### src/rtl/mem_access_unit.sv
// mem_access_unit: issues load/store accesses on the data-memory bus, holds the
// pipeline until acknowledge or timeout, builds big-endian store lanes, owns the
// LL/SC link flag and flags misaligned accesses.
module mem_access_unit #(
    parameter int BUS_TIMEOUT = 255
) (
    input  logic        clk,
    input  logic        reset,
    input  logic        i_valid,
    input  logic [5:0]  i_instr_op,
    input  logic [31:0] i_addr,
    input  logic [31:0] i_store_data,
    input  logic        i_flush,
    output logic        o_stall,
    output logic        o_mem_req,
    output logic        o_mem_we,
    output logic [3:0]  o_mem_be,
    output logic [31:0] o_mem_addr,
    output logic [31:0] o_mem_wdata,
    input  logic        i_mem_ack,
    input  logic [31:0] i_mem_rdata,
    output logic [31:0] o_load_data,
    output logic [1:0]  o_addr_last_two_bit,
    output logic        o_done,
    output logic        o_sc_result,
    output logic        o_addr_exc,
    output logic        o_bus_err
);
    // MIPS primary opcodes for the memory instructions
    localparam logic [5:0] OP_LB  = 6'h20;
    localparam logic [5:0] OP_LH  = 6'h21;
    localparam logic [5:0] OP_LWL = 6'h22;
    localparam logic [5:0] OP_LW  = 6'h23;
    localparam logic [5:0] OP_LBU = 6'h24;
    localparam logic [5:0] OP_LHU = 6'h25;
    localparam logic [5:0] OP_LWR = 6'h26;
    localparam logic [5:0] OP_SB  = 6'h28;
    localparam logic [5:0] OP_SH  = 6'h29;
    localparam logic [5:0] OP_SWL = 6'h2A;
    localparam logic [5:0] OP_SW  = 6'h2B;
    localparam logic [5:0] OP_SWR = 6'h2E;
    localparam logic [5:0] OP_LL  = 6'h30;
    localparam logic [5:0] OP_SC  = 6'h38;

    // Wait counter counts BUSY cycles; the last allowed cycle is BUS_TIMEOUT-1
    localparam int              CW        = (BUS_TIMEOUT < 2) ? 2 : $clog2(BUS_TIMEOUT + 1);
    localparam int              TO_LAST_I = (BUS_TIMEOUT > 0) ? (BUS_TIMEOUT - 1) : 0;
    localparam logic [CW-1:0]   TO_LAST   = TO_LAST_I[CW-1:0];
    localparam logic            TO_EN     = (BUS_TIMEOUT > 0) ? 1'b1 : 1'b0;
    localparam logic [CW-1:0]   CNT_ONE   = {{(CW-1){1'b0}}, 1'b1};
    localparam logic [CW-1:0]   CNT_ZERO  = {CW{1'b0}};

    typedef enum logic [1:0] {
        ST_IDLE = 2'd0,
        ST_BUSY = 2'd1,
        ST_DONE = 2'd2
    } state_t;

    state_t         state;
    state_t         state_next;
    logic           is_mem;
    logic           is_store;
    logic           misaligned;
    logic           accept;
    logic           sc_skip;
    logic           ack_take;
    logic           timeout_hit;
    logic [3:0]     be_calc;
    logic [31:0]    wdata_calc;
    logic [5:0]     op_r;
    logic           link_r;
    logic           sc_link_r;
    logic [CW-1:0]  wait_cnt_r;

    // Classify the presented opcode: memory op, store, and alignment fault
    always_comb begin
        is_mem     = 1'b1;
        is_store   = 1'b0;
        misaligned = 1'b0;
        case (i_instr_op)
            OP_LB, OP_LBU, OP_LWL, OP_LWR: is_mem = 1'b1;
            OP_LH, OP_LHU:                 misaligned = i_addr[0];
            OP_LW, OP_LL:                  misaligned = (i_addr[1:0] != 2'b00);
            OP_SB, OP_SWL, OP_SWR:         is_store = 1'b1;
            OP_SH: begin
                is_store   = 1'b1;
                misaligned = i_addr[0];
            end
            OP_SW, OP_SC: begin
                is_store   = 1'b1;
                misaligned = (i_addr[1:0] != 2'b00);
            end
            default: is_mem = 1'b0;
        endcase
    end

    // Big-endian lane placement: offset 00 is bits [31:24] and be[3]
    always_comb begin
        be_calc    = 4'b1111;
        wdata_calc = 32'h0000_0000;
        case (i_instr_op)
            OP_SB: begin
                be_calc    = 4'b1000 >> i_addr[1:0];
                wdata_calc = {4{i_store_data[7:0]}};
            end
            OP_SH: begin
                be_calc    = i_addr[1] ? 4'b0011 : 4'b1100;
                wdata_calc = {2{i_store_data[15:0]}};
            end
            OP_SW, OP_SC: wdata_calc = i_store_data;
            OP_SWL: begin
                case (i_addr[1:0])
                    2'b00:   begin be_calc = 4'b1111; wdata_calc = i_store_data; end
                    2'b01:   begin be_calc = 4'b0111; wdata_calc = {8'h00, i_store_data[31:8]}; end
                    2'b10:   begin be_calc = 4'b0011; wdata_calc = {16'h0000, i_store_data[31:16]}; end
                    default: begin be_calc = 4'b0001; wdata_calc = {24'h000000, i_store_data[31:24]}; end
                endcase
            end
            OP_SWR: begin
                case (i_addr[1:0])
                    2'b00:   begin be_calc = 4'b1000; wdata_calc = {i_store_data[7:0], 24'h000000}; end
                    2'b01:   begin be_calc = 4'b1100; wdata_calc = {i_store_data[15:0], 16'h0000}; end
                    2'b10:   begin be_calc = 4'b1110; wdata_calc = {i_store_data[23:0], 8'h00}; end
                    default: begin be_calc = 4'b1111; wdata_calc = i_store_data; end
                endcase
            end
            default: begin
                be_calc    = 4'b1111;
                wdata_calc = 32'h0000_0000;
            end
        endcase
    end

    // FSM state register
    always_ff @(posedge clk) begin
        if (reset) begin
            state <= ST_IDLE;
        end else begin
            state <= state_next;
        end
    end

    // Next-state decode plus combinational stall / address-exception outputs
    always_comb begin
        state_next  = state;
        o_stall     = 1'b0;
        o_addr_exc  = 1'b0;
        accept      = 1'b0;
        sc_skip     = 1'b0;
        ack_take    = 1'b0;
        timeout_hit = 1'b0;
        case (state)
            ST_IDLE: begin
                if (i_valid && is_mem) begin
                    if (misaligned) begin
                        o_addr_exc = 1'b1;
                    end else begin
                        accept  = 1'b1;
                        o_stall = 1'b1;
                        if ((i_instr_op == OP_SC) && !link_r) begin
                            sc_skip    = 1'b1;
                            state_next = ST_DONE;
                        end else begin
                            state_next = ST_BUSY;
                        end
                    end
                end else begin
                    state_next = ST_IDLE;
                end
            end
            ST_BUSY: begin
                o_stall = 1'b1;
                if (i_mem_ack) begin
                    ack_take   = 1'b1;
                    state_next = ST_DONE;
                end else if (TO_EN && (wait_cnt_r == TO_LAST)) begin
                    timeout_hit = 1'b1;
                    state_next  = ST_DONE;
                end else begin
                    state_next = ST_BUSY;
                end
            end
            ST_DONE: state_next = ST_IDLE;
            default: state_next = ST_IDLE;
        endcase
    end

    // Bus request, captured access fields, completion pulses and wait counter
    always_ff @(posedge clk) begin
        if (reset) begin
            o_mem_req           <= 1'b0;
            o_mem_we            <= 1'b0;
            o_mem_be            <= 4'b0000;
            o_mem_addr          <= 32'h0000_0000;
            o_mem_wdata         <= 32'h0000_0000;
            o_load_data         <= 32'h0000_0000;
            o_addr_last_two_bit <= 2'b00;
            o_done              <= 1'b0;
            o_sc_result         <= 1'b0;
            o_bus_err           <= 1'b0;
            op_r                <= 6'h00;
            sc_link_r           <= 1'b0;
            wait_cnt_r          <= CNT_ZERO;
        end else begin
            o_done      <= 1'b0;
            o_sc_result <= 1'b0;
            o_bus_err   <= 1'b0;
            if (accept) begin
                op_r                <= i_instr_op;
                o_mem_addr          <= {i_addr[31:2], 2'b00};
                o_mem_be            <= be_calc;
                o_mem_wdata         <= wdata_calc;
                o_addr_last_two_bit <= i_addr[1:0];
                sc_link_r           <= link_r;
                wait_cnt_r          <= CNT_ZERO;
                if (sc_skip) begin
                    o_done <= 1'b1;
                end else begin
                    o_mem_req <= 1'b1;
                    o_mem_we  <= is_store;
                end
            end else if (ack_take) begin
                o_load_data <= i_mem_rdata;
                o_mem_req   <= 1'b0;
                o_mem_we    <= 1'b0;
                o_done      <= 1'b1;
                o_sc_result <= (op_r == OP_SC) && sc_link_r;
            end else if (timeout_hit) begin
                o_mem_req <= 1'b0;
                o_mem_we  <= 1'b0;
                o_done    <= 1'b1;
                o_bus_err <= 1'b1;
            end else if (state == ST_BUSY) begin
                wait_cnt_r <= wait_cnt_r + CNT_ONE;
            end else begin
                wait_cnt_r <= wait_cnt_r;
            end
        end
    end

    // LL/SC link flag: flush has priority over an LL completing in DONE
    always_ff @(posedge clk) begin
        if (reset) begin
            link_r <= 1'b0;
        end else if (i_flush) begin
            link_r <= 1'b0;
        end else if ((state == ST_DONE) && (op_r == OP_SC)) begin
            link_r <= 1'b0;
        end else if ((state == ST_DONE) && (op_r == OP_LL) && !o_bus_err) begin
            link_r <= 1'b1;
        end else begin
            link_r <= link_r;
        end
    end

endmodule

### config.mk
export PLATFORM = sky130hd
export DESIGN_NAME = mem_access_unit
export DESIGN_NICKNAME = d
export VERILOG_FILES = /design/src/rtl/mem_access_unit.sv
export SDC_FILE = /design/constraint.sdc
export NUM_CORES = 1
export LEC_CHECK = 0
export ABC_AREA = 1
export CAP_MARGIN = 20
export CORE_ASPECT_RATIO = 2
export CORE_MARGIN = 2
export CORE_UTILIZATION = 42
export DETAILED_ROUTE_END_ITERATION = 8
export PLACE_DENSITY_LB_ADDON = 0.1
export SETUP_SLACK_MARGIN = 0.15
export SYNTH_ARGS = -nofsm -noshare
export SYNTH_HDL_FRONTEND = slang
export SYNTH_SLANG_ARGS = --single-unit
### constraint.sdc
create_clock -name clk -period 1.8 [get_ports clk]
set_input_delay 0.45 -clock clk [delete_from_list [all_inputs] [get_ports clk]]
set_output_delay 0.45 -clock clk [all_outputs]
set_load 0.03 [all_outputs]
* Yosys cells after proc, flatten, opt, wreduce, memory -nomap -nowiden
Cells that the tools add are included.
** Storage, ports and cells
- Flip-flop bits (word level) :: 123
- Bits of input ports :: 107
- Output and inout bits :: 109
- Logic and storage cells :: 109
** Operators by class
- $add $sub $neg :: 1
- Equality and inequality tests :: 23
- Shifts and indexed selects :: 1
- Multiplexer cells :: 42
- Bitwise gates (word level) :: 3
- Reduce and logical (&&, ||, !) cells :: 24
** Operators by type and width (count)
- $pmux 32 s3 :: 2
- $pmux 32 s5 :: 1
- $eq 6x6->1 const B :: 16
- $mux 1 :: 27
- $pmux 4 s4 :: 1
- $reduce_or 14->1 :: 1
- $pmux 4 s3 :: 1
- $reduce_or 3->1 :: 4
- $mux 2 :: 5
- $pmux 3 s3 :: 1
- $add 8x1->8 const B :: 1
- $eq 8x8->1 const B :: 1
- $logic_and 1x1->1 :: 6
- $reduce_or 6->1 :: 1
- $eq 2x1->1 const B :: 2
- $eq 2x2->1 const B :: 2
- $logic_not 2->1 :: 2
- $mux 4 :: 1
- $pmux 1 s2 :: 2
- $pmux 2 s2 :: 1
- $reduce_and 2->1 :: 2
- $reduce_or 2->1 :: 2
- $reduce_or 4->1 :: 1
- $shr 4x2->4 const A :: 1
- 7 further kinds :: 10

* Logic depth before layout (Yosys ltp)
Gate-level depths: netlist of run 1.
- Depth after elaboration :: 8
- Gate-level depth with buffers :: 13
- Mapped depth without buffers :: 12

* Least setup slack after synthesis of run 1
Ideal clock, no wire load.
- Path type :: in2out
- Start point :: input i_addr[0]
- End point :: output o_stall
- Arrival time :: 1.532 ns
- Data required time :: 1.350 ns
- Setup slack :: -0.182 ns
- Stages on the path :: 8
- Path buffers :: 1
- Cell sequence :: nor2_1 inv_1 nand3_1 nand2_2 inv_2 nand3_2 buf_2 nand2_1
** On the way
- Word-level cells in the longest chain between the ends :: 5
** Ends and longest elaborated chain
- start, declared :: line 11 : input logic [31:0] i_addr,
- $reduce_bool 2->1 :: line 83, 91
- $pmux 1 s2 * :: line 80 : case (i_instr_op)
- $mux 1 * :: line 155 : if (misaligned) begin
- $mux 1 * :: line 154 : if (i_valid && is_mem) begin
- $pmux 1 s2 * :: line 152 : case (state)
- end, declared :: line 14 : output logic o_stall,
Every way passes the cells marked *; elsewhere a longest branch is shown, timed or not.

* Final worst setup path of run 1
- Start point :: input i_instr_op[4]
- End point :: output o_addr_exc
** On the way
- Word-level cells in the longest chain between the ends :: 6
- Elaborated cells between the ends (all ways) :: 23
- Those cells by class :: eq/ne (14); mux (5); reduce/logical (4)
** Ends and longest elaborated chain
- start, declared :: line 10 : input logic [5:0] i_instr_op,
- $eq 6x6->1 :: line 80
- $reduce_or 4->1 (no source line), or another cell as far along
- $pmux 1 s2 or $mux 1 (tied branches) :: line 80
- $mux 1 or $logic_and 1x1->1 (tied branches) :: line 155, 154
- $mux 1 * :: line 154
- $mux 1 * :: line 152
- end, declared :: line 26 : output logic o_addr_exc,
Marks and branches as above.

==> impl_results.md, run 1 <==
* RSZ-0062 raised after global routing: yes
* Sequential share of the synthesized area at 38.6%
* Slowest-stage cell, CP: nor2_4
* Critical Path RT at 1.35 ns
* Final nets at 1403
* Ant diodes at 0
* YS warnings at 0
* Cell area power density at 706 mW/mm²
* Post-synth EDFFs at 0
* Setup Skew at 0.00415 ns
* Status: finished, violations left
* Inst Count DP at 1445
* Hold crit path type: in2reg
* Routed WL per cell at 15.4 µm
* Initial Util at 43.1%
* Worst-Skew Late Latency at 0.42 ns
* Crit path DAT at 1.49 ns
* Clk buf depth at 2
* Clk Tree Root Cell: clkbuf_16
* Row cnt at 63
* WS Path Type: in2out
* Top FF cell, synth: dfxtp_1
* Count of final setup violators at 2
* Final core area utilization at 70.2%
* CP Capture Type: output port
* Max VDD drop at 0.620 mV
* Gr usage total at 26.8%
* Met3 usage at 5.41%
* Critical path launch point type: primary input
* Yosys top cell by area: dfxtp_1
* Vias in the first global route at 7414
* Non-Filler Instances at 1502
* P_leak at 4.78 nW
* Die Y at 178 µm
* Slew Limit Fails at 0
* Violated checks: negative setup slack
* Period utilization at 108%
* Final wirelength at 23.1 mm
* Synth top area share at 38.6%
* H-tree Lvls at 4
* First-pass GRT wire length at 35.2 mm
* Count leader, synth: nand2_1
* CTS tree: built
* Final ANT Viol Nets at 0
* M1 GR Usage at 28.9%
* CP max stage delay at 0.17 ns
* Max Fanout on Critical Path at 5
* Buf/Inv on CP at 4
* Clock sink total at 123
* Synth top area cells: dfxtp_1 (39%), nand2_1 (21%), nor2_1 (6.8%)
* DIE AREA at 0.0163 mm²
* First DRT Iteration DRCs at 387
* GRT Residual Overflow at 0
* Fmax at 0.515 GHz
* Cell count after synthesis at 1001
* Overall power at 7.35 mW
* Min Tclk post-route at 1.94 ns
* Pre-CTS setup slack at -0.744 ns
* Layout area overhead at 62.8%
* Number of CTS-inserted buffers at 17
* Largest net degree at the start of global routing at 77
* Hpwl dp at 15.6 mm
* Core area at 0.0148 mm²
* Mean area per synthesized cell at 6.38 µm²
* Top cells by count, synth: nand2_1 (350), dfxtp_1 (123), nor2_1 (116)
* Mapped Area at 0.00639 mm²
* DRC viols at 0
* Unique masters post-synth at 31
* Number of synthesized register bits at 123
* Hold_buf cts at 0
* Met2 usage at 48.9%
* Die X at 91.2 µm
* Initial antenna violation count at 0
* Setup WS post-layout at -0.141 ns
* Buffers added on ports at 213
* Cell family with most CP delay: simple AND/OR/NAND/NOR gates
* Share of cells above drive strength 1 at 19.4%
* Clock transition at path regs at 0.06 ns
* Crit path top cell by count: nor2_4
* Routability cong. at 0.940
* DR pass1 iterations at 4
* Max cap viols at 0
* Endpoints failing hold at 0
* Vias at 7736
* Async set-reset flop share out of synthesis at 0%
* Most Crowded Layer GR: met2
* # IOs at 216
* Via density at 5.15
* CP Cell Sequence: buf_8 -> nor2_4 -> buf_12 -> nand3_4 -> nand2_4 -> nor2_4 -> nor2_2 -> nand2_1 -> inv_2 -> buf_6
-- per-layer routing --
metal  up-vias  wire length [µm]  share of wire [%]
met5         -                 0                  0
met4         0               739                3.2
met3        54              1210                5.2
met2       328             12500                 54
met1      3559              8690                 38
li1       3795                 -                  -
-- what timing repair did --
| item | CTS | global route |
|---|---|---|
| hold endpoints to repair | 0 | 0 |
| cloned | 0 | 5 |
| gates resized for setup | 171 | 90 |
| setup buffers | 11 | 9 |
| pin swaps | 19 | 11 |
| setup endpoints to repair | 197 | 94 |
-- sequential cells by signal, summed over array words and instances (netlist names) --
register / flops
link_r: 1
o_addr_last_two_bit: 2
o_bus_err: 1
o_done: 1
o_load_data: 32
o_mem_addr: 30
o_mem_be: 4
o_mem_req: 1
o_mem_wdata: 32
o_mem_we: 1
o_sc_result: 1
op_r: 6
sc_link_r: 1
state: 2
wait_cnt_r: 8
-- stage by stage --
stage          instance area [µm²]  hold WS [ns]  setup TNS, ns
2_1_floorplan                 6440         0.435              0
3_3_place_gp                  9390         0.436         -52.39
3_5_place_dp                  9390         0.447         -54.57
4_1_cts                       9980         0.278         -0.169
5_1_grt                      10400         0.327         -0.382
6_report                     10400         0.308         -0.272
-- cell usage in the layout (no fill, tap or decap), types with 2 or more instances in the layout --
cell type        count
clkbuf_16           20
buf_4               84
buf_12              18
dlygate4sd2_1       79
ha_1                 2
clkdlybuf4s15_1     27
nand2_4              8
clkdlybuf4s50_1     97
nand3_1             74
inv_2                8
o211ai_1             5
xor2_1               3
dfxtp_1            122
nor3_1               4
buf_2                4
nand4_1             16
clkinvlp_4           7
conb_1               2
nor3b_1              2
inv_6                2
inv_1               46
or2_2                6
a21oi_1             66
nand2_1            336
buf_8                4
nand3_4              3
buf_6               12
nor2_4              10
clkinv_2             4
o21ai_0             54
nor2_2               7
a21oi_2             26
a31oi_1              2
nand3_2              2
nand2_2             21
xnor2_1              2
nor2_1             107
o21ai_1              4
-- cell families (layout without fill, tap and decap cells) --
| logic type | after synthesis | count (layout) | share of synthesized area, % |
|---|---|---|---|
| AOI/OAI and AO/OA | 160 | 160 | 13.5 |
| xor gates and xnor gates | 5 | 5 | 0.686 |
| adders and majority gates | 2 | 2 | 0.392 |
| buffers and inverters | 113 | 418 | 7.80 |
| DFF | 123 | 123 | 38.6 |
| other | 1 | 2 | 0.0587 |
| and+or+nand+nor | 597 | 597 | 39.0 |
-- cell type report --
cell class                      instances  area [µm²]
Multi-Input combinational cell        766        3660
Timing Repair Buffer                  329        3240
Sequential cell                       123        2460
Tap cell                              195         244
Fill cell                            1293        4420
Clock buffer                           18         439
Clock inverter                         14         121
Inverter                               57         228
-- where the power goes --
part           internal (mW)  leakage (nW)  switching, mW
clock                   1.93         0.261           1.30
sequential              2.79         0.995         0.0311
combinational          0.595          3.53          0.698
total                   5.32          4.78           2.03
-- worst register-to-register path, cell delays in order, from the launching register on --
cell	delay, ns
dfxtp_2	0.34
inv_1	0.08
ha_1	0.21
nand4_1	0.11
nand2_1	0.09
nor2_2	0.10
inv_1	0.11
or2_2	0.29
a21oi_1	0.11
-- worst paths after layout --
check                                    start        endpoint  slack, ns  cells past startpoint
worst max-delay path             i_instr_op[4]      o_addr_exc      -0.14                     10
worst max register to register   wait_cnt_r[0]   wait_cnt_r[1]       0.30                      8
worst min-delay path             i_instr_op[4]         op_r[4]       0.31                      3
worst min register to register  o_mem_wdata[0]  o_mem_wdata[0]       0.45                      2
No activity file was read; power rests on OpenSTA's default activity.
==> run 2, diff against run 1 <==
- GPL_ROUTABILITY_DRIVEN: not set -> 0
==> results of run 2 <==
No change in the layout: final DEF, timing and power equal those of run 1.
